===== src/rtl/uart_pkg.sv =====
// Shared UART definitions: parity-mode codes and the transmit framer state encoding.
package uart_pkg;

    localparam int PAR_NONE = 0;
    localparam int PAR_EVEN = 1;
    localparam int PAR_ODD  = 2;

    typedef enum logic [2:0] {
        IDLE,
        ARMED,
        START,
        DATA,
        PAR,
        STOP
    } state_t;

endpackage


===== src/rtl/uart_tx_framer.sv =====
// UART transmit framer: serialises one payload per request as start, data, optional parity
// and stop bits, advancing one line bit per bitClk pulse.
module uart_tx_framer
    import uart_pkg::*;
#(
    parameter int DATA_W    = 8,
    parameter int PARITY    = 0,
    parameter int STOP_BITS = 1,
    parameter int MSB_FIRST = 1
) (
    input  logic              clk,
    input  logic              reset,
    input  logic              bitClk,
    input  logic              in_valid,
    output logic              in_ready,
    input  logic [DATA_W-1:0] in,
    output logic              out,
    output logic              busy
);

    localparam int              CNT_W    = $clog2(DATA_W);
    localparam logic [CNT_W-1:0] LAST_BIT = CNT_W'(DATA_W - 1);

    state_t            state_q;
    logic [DATA_W-1:0] data_q;
    logic [CNT_W-1:0]  bit_cnt_q;
    logic              stop_cnt_q;
    logic              out_q;
    logic              busy_q;
    logic              ready_q;
    logic              par_bit;

    // Payload is stored already in line order so data_q[0] is always the first bit sent.
    function automatic logic [DATA_W-1:0] tx_order(input logic [DATA_W-1:0] d);
        logic [DATA_W-1:0] r;
        for (int k = 0; k < DATA_W; k++) begin
            r[k] = (MSB_FIRST != 0) ? d[DATA_W-1-k] : d[k];
        end
        return r;
    endfunction

    // Bit order does not change the XOR, so parity is taken from the reordered copy.
    assign par_bit = (^data_q) ^ (PARITY == PAR_ODD);

    always_ff @(posedge clk) begin
        if (reset) begin
            state_q    <= IDLE;
            out_q      <= 1'b1;
            busy_q     <= 1'b0;
            ready_q    <= 1'b1;
            bit_cnt_q  <= '0;
            stop_cnt_q <= 1'b0;
        end else begin
            case (state_q)
                IDLE: begin
                    if (in_valid) begin
                        data_q  <= tx_order(in);
                        state_q <= ARMED;
                        busy_q  <= 1'b1;
                        ready_q <= 1'b0;
                    end
                end
                ARMED: begin
                    if (bitClk) begin
                        state_q <= START;
                        out_q   <= 1'b0;
                    end
                end
                START: begin
                    if (bitClk) begin
                        state_q   <= DATA;
                        out_q     <= data_q[0];
                        bit_cnt_q <= '0;
                    end
                end
                DATA: begin
                    if (bitClk) begin
                        if (bit_cnt_q == LAST_BIT) begin
                            bit_cnt_q <= '0;
                            if (PARITY != PAR_NONE) begin
                                state_q <= PAR;
                                out_q   <= par_bit;
                            end else begin
                                state_q    <= STOP;
                                out_q      <= 1'b1;
                                stop_cnt_q <= 1'b0;
                            end
                        end else begin
                            bit_cnt_q <= bit_cnt_q + CNT_W'(1);
                            out_q     <= data_q[bit_cnt_q + CNT_W'(1)];
                        end
                    end
                end
                PAR: begin
                    if (bitClk) begin
                        state_q    <= STOP;
                        out_q      <= 1'b1;
                        stop_cnt_q <= 1'b0;
                    end
                end
                STOP: begin
                    if (bitClk) begin
                        if (STOP_BITS == 1 || stop_cnt_q) begin
                            state_q    <= IDLE;
                            out_q      <= 1'b1;
                            busy_q     <= 1'b0;
                            ready_q    <= 1'b1;
                            stop_cnt_q <= 1'b0;
                        end else begin
                            stop_cnt_q <= 1'b1;
                        end
                    end
                end
                default: begin
                    state_q <= IDLE;
                    out_q   <= 1'b1;
                    busy_q  <= 1'b0;
                    ready_q <= 1'b1;
                end
            endcase
        end
    end

    assign out      = out_q;
    assign busy     = busy_q;
    assign in_ready = ready_q;

endmodule


===== config.mk =====
export PLATFORM = sky130hd
export DESIGN_NAME = uart_tx_framer
export DESIGN_NICKNAME = d
export VERILOG_FILES = /design/src/rtl/uart_pkg.sv /design/src/rtl/uart_tx_framer.sv
export SDC_FILE = /design/constraint.sdc
export NUM_CORES = 1
export LEC_CHECK = 0
export BUFFER_PORTS_ARGS = -buffer_cell sky130_fd_sc_hd__buf_2
export CAP_MARGIN = 0
export CELL_PAD_IN_SITES_DETAIL_PLACEMENT = 0
export CELL_PAD_IN_SITES_GLOBAL_PLACEMENT = 1
export CORE_ASPECT_RATIO = 0.75
export CORE_UTILIZATION = 41
export DETAILED_ROUTE_END_ITERATION = 6
export HOLD_SLACK_MARGIN = 0.15
export PLACE_DENSITY = 0.77
export SLEW_MARGIN = 30
export SYNTH_ARGS = -nofsm -noshare
export SYNTH_HDL_FRONTEND = slang
export SYNTH_SLANG_ARGS = --single-unit

===== constraint.sdc =====
create_clock -name clk -period 2.3 [get_ports clk]
set_input_delay 0.345 -clock clk [delete_from_list [all_inputs] [get_ports clk]]
set_output_delay 0.345 -clock clk [all_outputs]
set_load 0.05 [all_outputs]

After elaboration in Yosys (flattened, before gate mapping). Cells that the tools add are included.

Word-level logic and storage cells: 57. Output and inout bits: 3. Flip-flop bits (word level): 17.

Equal/unequal tests: 14. $lt $le $gt $ge: 1. Bitwise logic cells: 3. $add $sub $neg: 1. Multiplexer cells: 23. Reduce and logical (&&, ||, !) cells: 9.

Operators by type and width (number): 3-bit 2-to-1 mux (9); 3-bit one-hot mux with 6 select lines (1); 2-bit != test, second input constant (7); 3-bit equality test, second input constant (3); 3-bit AND reduction (3); 1-bit 2-to-1 mux (8); 7-bit AND reduction (1); 3-bit by 2-bit equality test with 1-bit output, second input constant (2); 1-bit one-hot mux with 3 select lines (2); 3-bit one-hot mux with 2 select lines (1); 1-bit one-hot mux with 5 select lines (1); 5-bit AND reduction (1); 3-bit by 4-bit < comparator with 1-bit output, second input constant (1); 4-bit OR reduction (1); 3-bit by 1-bit adder with 3-bit output, second input constant (1); 1-bit binary-select mux with 3-bit select (1); 3-bit by 1-bit equality test with 1-bit output, second input constant (1); 3-bit logical NOT (1); 1-bit inverter (3); 2-bit by 1-bit != test with 1-bit output, second input constant (1); 2-bit nonzero test (1); 2-bit OR reduction (1).

Logic depth before layout (Yosys ltp).
Word-level depth: 6. Mapped depth: 5. Gate-level depth less buffers: 5.

Worst setup path after synthesis. OpenSTA, ideal clock, no wires.

Path type: flip-flop to flip-flop. Start point: register state_q[1]. End point: register data_q[0] (enable). Cell stages (with the launch flop): 3. Path buffers: 0. Slack: 0.580 ns. Data required time: 1.917 ns. Setup time: 0.383 ns. Arrival time: 1.337 ns. Clock period less this slack: 1.720 ns. Cell sequence: dfxtp_1 -> or3b_1 -> nor3_1.

Longest elaborated chain between the ends: 2.

Ends and longest elaborated chain: from (decl) (RTL line uart_tx_framer.sv:24) `state_t state_q;`; from (signal assigned) (RTL line uart_tx_framer.sv:47) `state_q <= IDLE;`; from (signal assigned) (RTL line uart_tx_framer.sv:58) `state_q <= ARMED;`; from (signal assigned) (RTL line uart_tx_framer.sv:65) `state_q <= START;`; 3-bit logical NOT (RTL line uart_tx_framer.sv:54) `case (state_q)`; 3-bit AND reduction (no source line); to (signal assigned) (RTL line uart_tx_framer.sv:57) `data_q <= tx_order(in);`; to (decl) (RTL line uart_tx_framer.sv:25) `logic [DATA_W-1:0] data_q;`.

No other way between the ends. A chain may end at the register's enable or synchronous reset.

Worst setup path after layout.
Start point: register bit_cnt_q[0]. End point: register out_q, in the netlist out.

Longest elaborated chain between the ends: 6.

Ends and longest elaborated chain: from (decl) (RTL line uart_tx_framer.sv:26) `logic [CNT_W-1:0] bit_cnt_q;`; from (signal assigned) (RTL line uart_tx_framer.sv:89) `bit_cnt_q <= bit_cnt_q + CNT_W'(1);`; 3-bit by 1-bit adder with 3-bit output (RTL line uart_tx_framer.sv:90) `out_q <= data_q[bit_cnt_q + CNT_W'(1)];`; 1-bit binary-select mux with 3-bit select (RTL line uart_tx_framer.sv:90); 1-bit 2-to-1 mux (not written as such) (RTL line uart_tx_framer.sv:90); 1-bit 2-to-1 mux * (RTL line uart_tx_framer.sv:78) `if (bit_cnt_q == LAST_BIT) begin`; 1-bit 2-to-1 mux * (RTL line uart_tx_framer.sv:77) `if (bitClk) begin`; 1-bit one-hot mux with 5 select lines * (RTL line uart_tx_framer.sv:54); to (signal assigned) (RTL line uart_tx_framer.sv:72) `out_q <= data_q[0];`; to (signal assigned) (RTL line uart_tx_framer.sv:82) `out_q <= par_bit;`; to (signal assigned) (RTL line uart_tx_framer.sv:90); to (decl) (RTL line uart_tx_framer.sv:28) `logic out_q;`.

Mark *: on every way between the ends. The rest lies on a longest branch, timed or not. The select of a mux whose other input is x is not followed.

==> results.py <==
metrics = {
    "drt": {
        "antenna_left": 0,
        "via_per_inst": 5.638,
        "vias": 592,
        "wl_um": 1428,
        "drt_first_pass_iters": 3,
        "wl_per_cell_um": 13.60,
        "drcViolationCount": 0,
        "drt-initial-drc-count": 5,
    },
    "worst_setup_path": {
        "critPathTopFamily": "adder cells",
        "worst-path-buf-inv": 0,
        "r2r_start": "bit_cnt_q[0]",
        "crit_arrival_ps": 1870,
        "cp-end-kind": "flop",
        "slowest_stage": "dfxtp_1",
        "cp-startpoint": "bit_cnt_q[0]",
        "crit_required_ps": 2530,
        "cp_max_fo": 6,
        "worstPathCellList": "ha_1 > ha_1 > nand2b_1 > o221a_1 > a31oi_1",
        "critPathMostFrequentCell": "ha_1",
        "cpPeakStageDelay_ps": 490,
        "criticalPathCategory": "reg2reg",
        "crit_path_start_kind": "flop",
    },
    "sta": {
        "hold_viol_final": 0,
        "skew_ps": 6.427,
        "setup_viol": 0,
        "relSlewSlack": 0.7230,
        "fin_crit_sh": 0.7124,
        "rsz0062_at_grt": "no",
        "final-max-slew-violation-count": 0,
        "fmax_ghz": 0.6103,
        "holdWs_ps": 214.6,
        "fin_tns_setup_ps": 0,
        "worstMarginPinSlew_ps": 415.0,
        "fin_crit_ps": 1639,
    },
    "synth": {
        "yosys_warnings": 0,
        "syn_nets": 84,
        "ys.flop_type": "dfxtp_1",
        "yosys_register_bits": 17,
        "avgSynthCellArea_um2": 11.93,
        "synth_seq_area_share": 0.5106,
        "syn-instance-count": 69,
        "synthDistinctLibCells": 36,
        "synth_area_um2": 823.3,
        "synth-edff-count": 8,
        "async_flop_share": 0,
    },
    "grt": {
        "grt_pass1_wl_um": 2318,
        "grt_use_met1": 0.2104,
        "grt_use_met2": 0.2284,
        "first_global_vias": 510,
        "track_usage": 0.1683,
        "antenna_found_initial": 0,
        "grt-busiest-layer": "met2",
        "grt_max_degree": 14,
        "grt_remaining_overflow": 0,
        "met3_usage": 0.07778,
    },
    "die": {
        "die_y_um": 40.81,
        "ios": 15,
        "start_util": 0.4560,
        "die_w_um": 53.75,
        "rows": 13,
        "die-area_um2": 2193,
        "core_region_area_um2": 1805,
    },
    "min_path": {
        "min_from": "in[7]",
        "hp-class": "in2reg",
    },
    "placement": {
        "dp_hpwl_um": 1018,
        "dp.cells": 101,
        "portBuffers": 14,
        "place.gp.congestion": 0.7378,
    },
    "pwr": {
        "leakage_nw": 0.3836,
        "totalPowerFinal_uw": 605.7,
        "p_seq_frac": 0.583,
        "switching_share": 0.2785,
        "combPwrFrac": 0.150,
        "clock_power_share": 0.267,
        "powerDensity_nw_per_um2": 651.6,
        "p_int_uw": 437.0,
        "p_sw_uw": 168.7,
        "peakVddDrop_v": 0.0003041,
    },
    "flow_run": {
        "cap_viol_max_count": 0,
    },
    "final_layout": {
        "fin_nets": 99,
        "drive_gt1_frac": 0.2651,
        "fillers": 167,
        "diodes": 0,
        "layout.cells.non_filler": 105,
        "syn_to_final_growth_pct": 12.92,
        "finalCoreUtilization": 0.5149,
    },
    "cts": {
        "numCtsBuffers": 3,
        "clock-sinks": 17,
        "cts_root_buf": "clkbuf_4",
        "cts_tree": "done",
        "cts_resized": 0,
        "clk_latency_ps": 300,
        "cts_max_level": 1,
        "clkTransAtPathRegs_ps": 100,
        "post_cts_buffers": 0,
        "cts.path.max_buffers": 2,
        "holdBufCountCts": 0,
    },
    "run_status": {
        "status": "complete, no violations",
    },
}
==> through the flow <==
stage	area, um^2	worst slack [ps]
global placement	902.1	719.5
CTS	929.6	649.6
finish	929.6	661.5
detailed placement	902.1	677.4
floorplan	823.3	580.1
global route	929.6	566.2
==> area by class of cell <==
type | instances | area (um^2) | share of cell area
flip-flops and latches | 17 | 420.4 | 0.4522
multi-input cells | 46 | 372.9 | 0.4011
repair buffers | 15 | 77.57 | 0.08345
well taps | 22 | 27.53 | 0.02961
clock buffers | 3 | 22.52 | 0.02423
clock inverters | 1 | 5.005 | 0.005384
inverters | 1 | 3.754 | 0.004038
==> placed cells by master (no fill, tap or decap), types with 2 or more instances in the layout <==
cell / Yosys / routed
buf_2: 3 / 14
dfxtp_1: 9 / 9
edfxtp_1: 8 / 8
a21oi_1: 6 / 6
nand2_1: 5 / 5
mux2i_1: 3 / 3
ha_1: 3 / 3
clkbuf_4: 0 / 3
nor3_1: 2 / 2
nor2b_1: 2 / 2
o21bai_1: 2 / 2
==> power groups by stage <==
stage | Clock [mW] | Sequential [mW] | Combinational [mW]
after floorplan | 0 | 0.375 | 0.0518
after global placement | 0 | 0.359 | 0.0912
after detailed placement | 0 | 0.360 | 0.0917
after CTS | 0.169 | 0.353 | 0.0920
after global routing | 0.179 | 0.357 | 0.0995
final | 0.162 | 0.353 | 0.0910
==> path summary, 6_finish.rpt <==
kind                                  end  slack (ps)  cells after the start
worst max-delay path                  out         660                      5
worst min register to register       busy         470                      2
worst max register to register        out         660                      5
worst min-delay path            data_q[0]         210                      1
==> state kept, by name, indices dropped and copies added, names as in the netlist <==
signal     flops
state_q        3
in_ready       1
out            1
busy           1
data_q         8
bit_cnt_q      3
==> synth_stat cells (2+ instances only) <==
cell | count | area share
mux2i_1 | 3 | 0.036
edfxtp_1 | 8 | 0.29
o21bai_1 | 2 | 0.018
nor3_1 | 2 | 0.012
nand2_1 | 5 | 0.023
ha_1 | 3 | 0.046
dfxtp_1 | 9 | 0.22
buf_2 | 3 | 0.018
nor2b_1 | 2 | 0.015
a21oi_1 | 6 | 0.036
==> cells by family (layout without fill, tap and decap cells) <==
kind of cell	after synthesis	after routing	synth area share
compound gates	18	18	0.1656
fa+ha+maj	3	3	0.04560
buf+inv	6	20	0.03646
flops	17	17	0.5106
mux	4	4	0.06840
simple gates	21	21	0.1733
==> metal layers <==
metal | wire length [um] | vias to the layer above
met3 | 61 | 5
met2 | 617 | 9
met5 | 0 | -
li1 | - | 295
met1 | 711 | 283
met4 | 38 | 0
No activity file was read; power rests on OpenSTA's default activity.
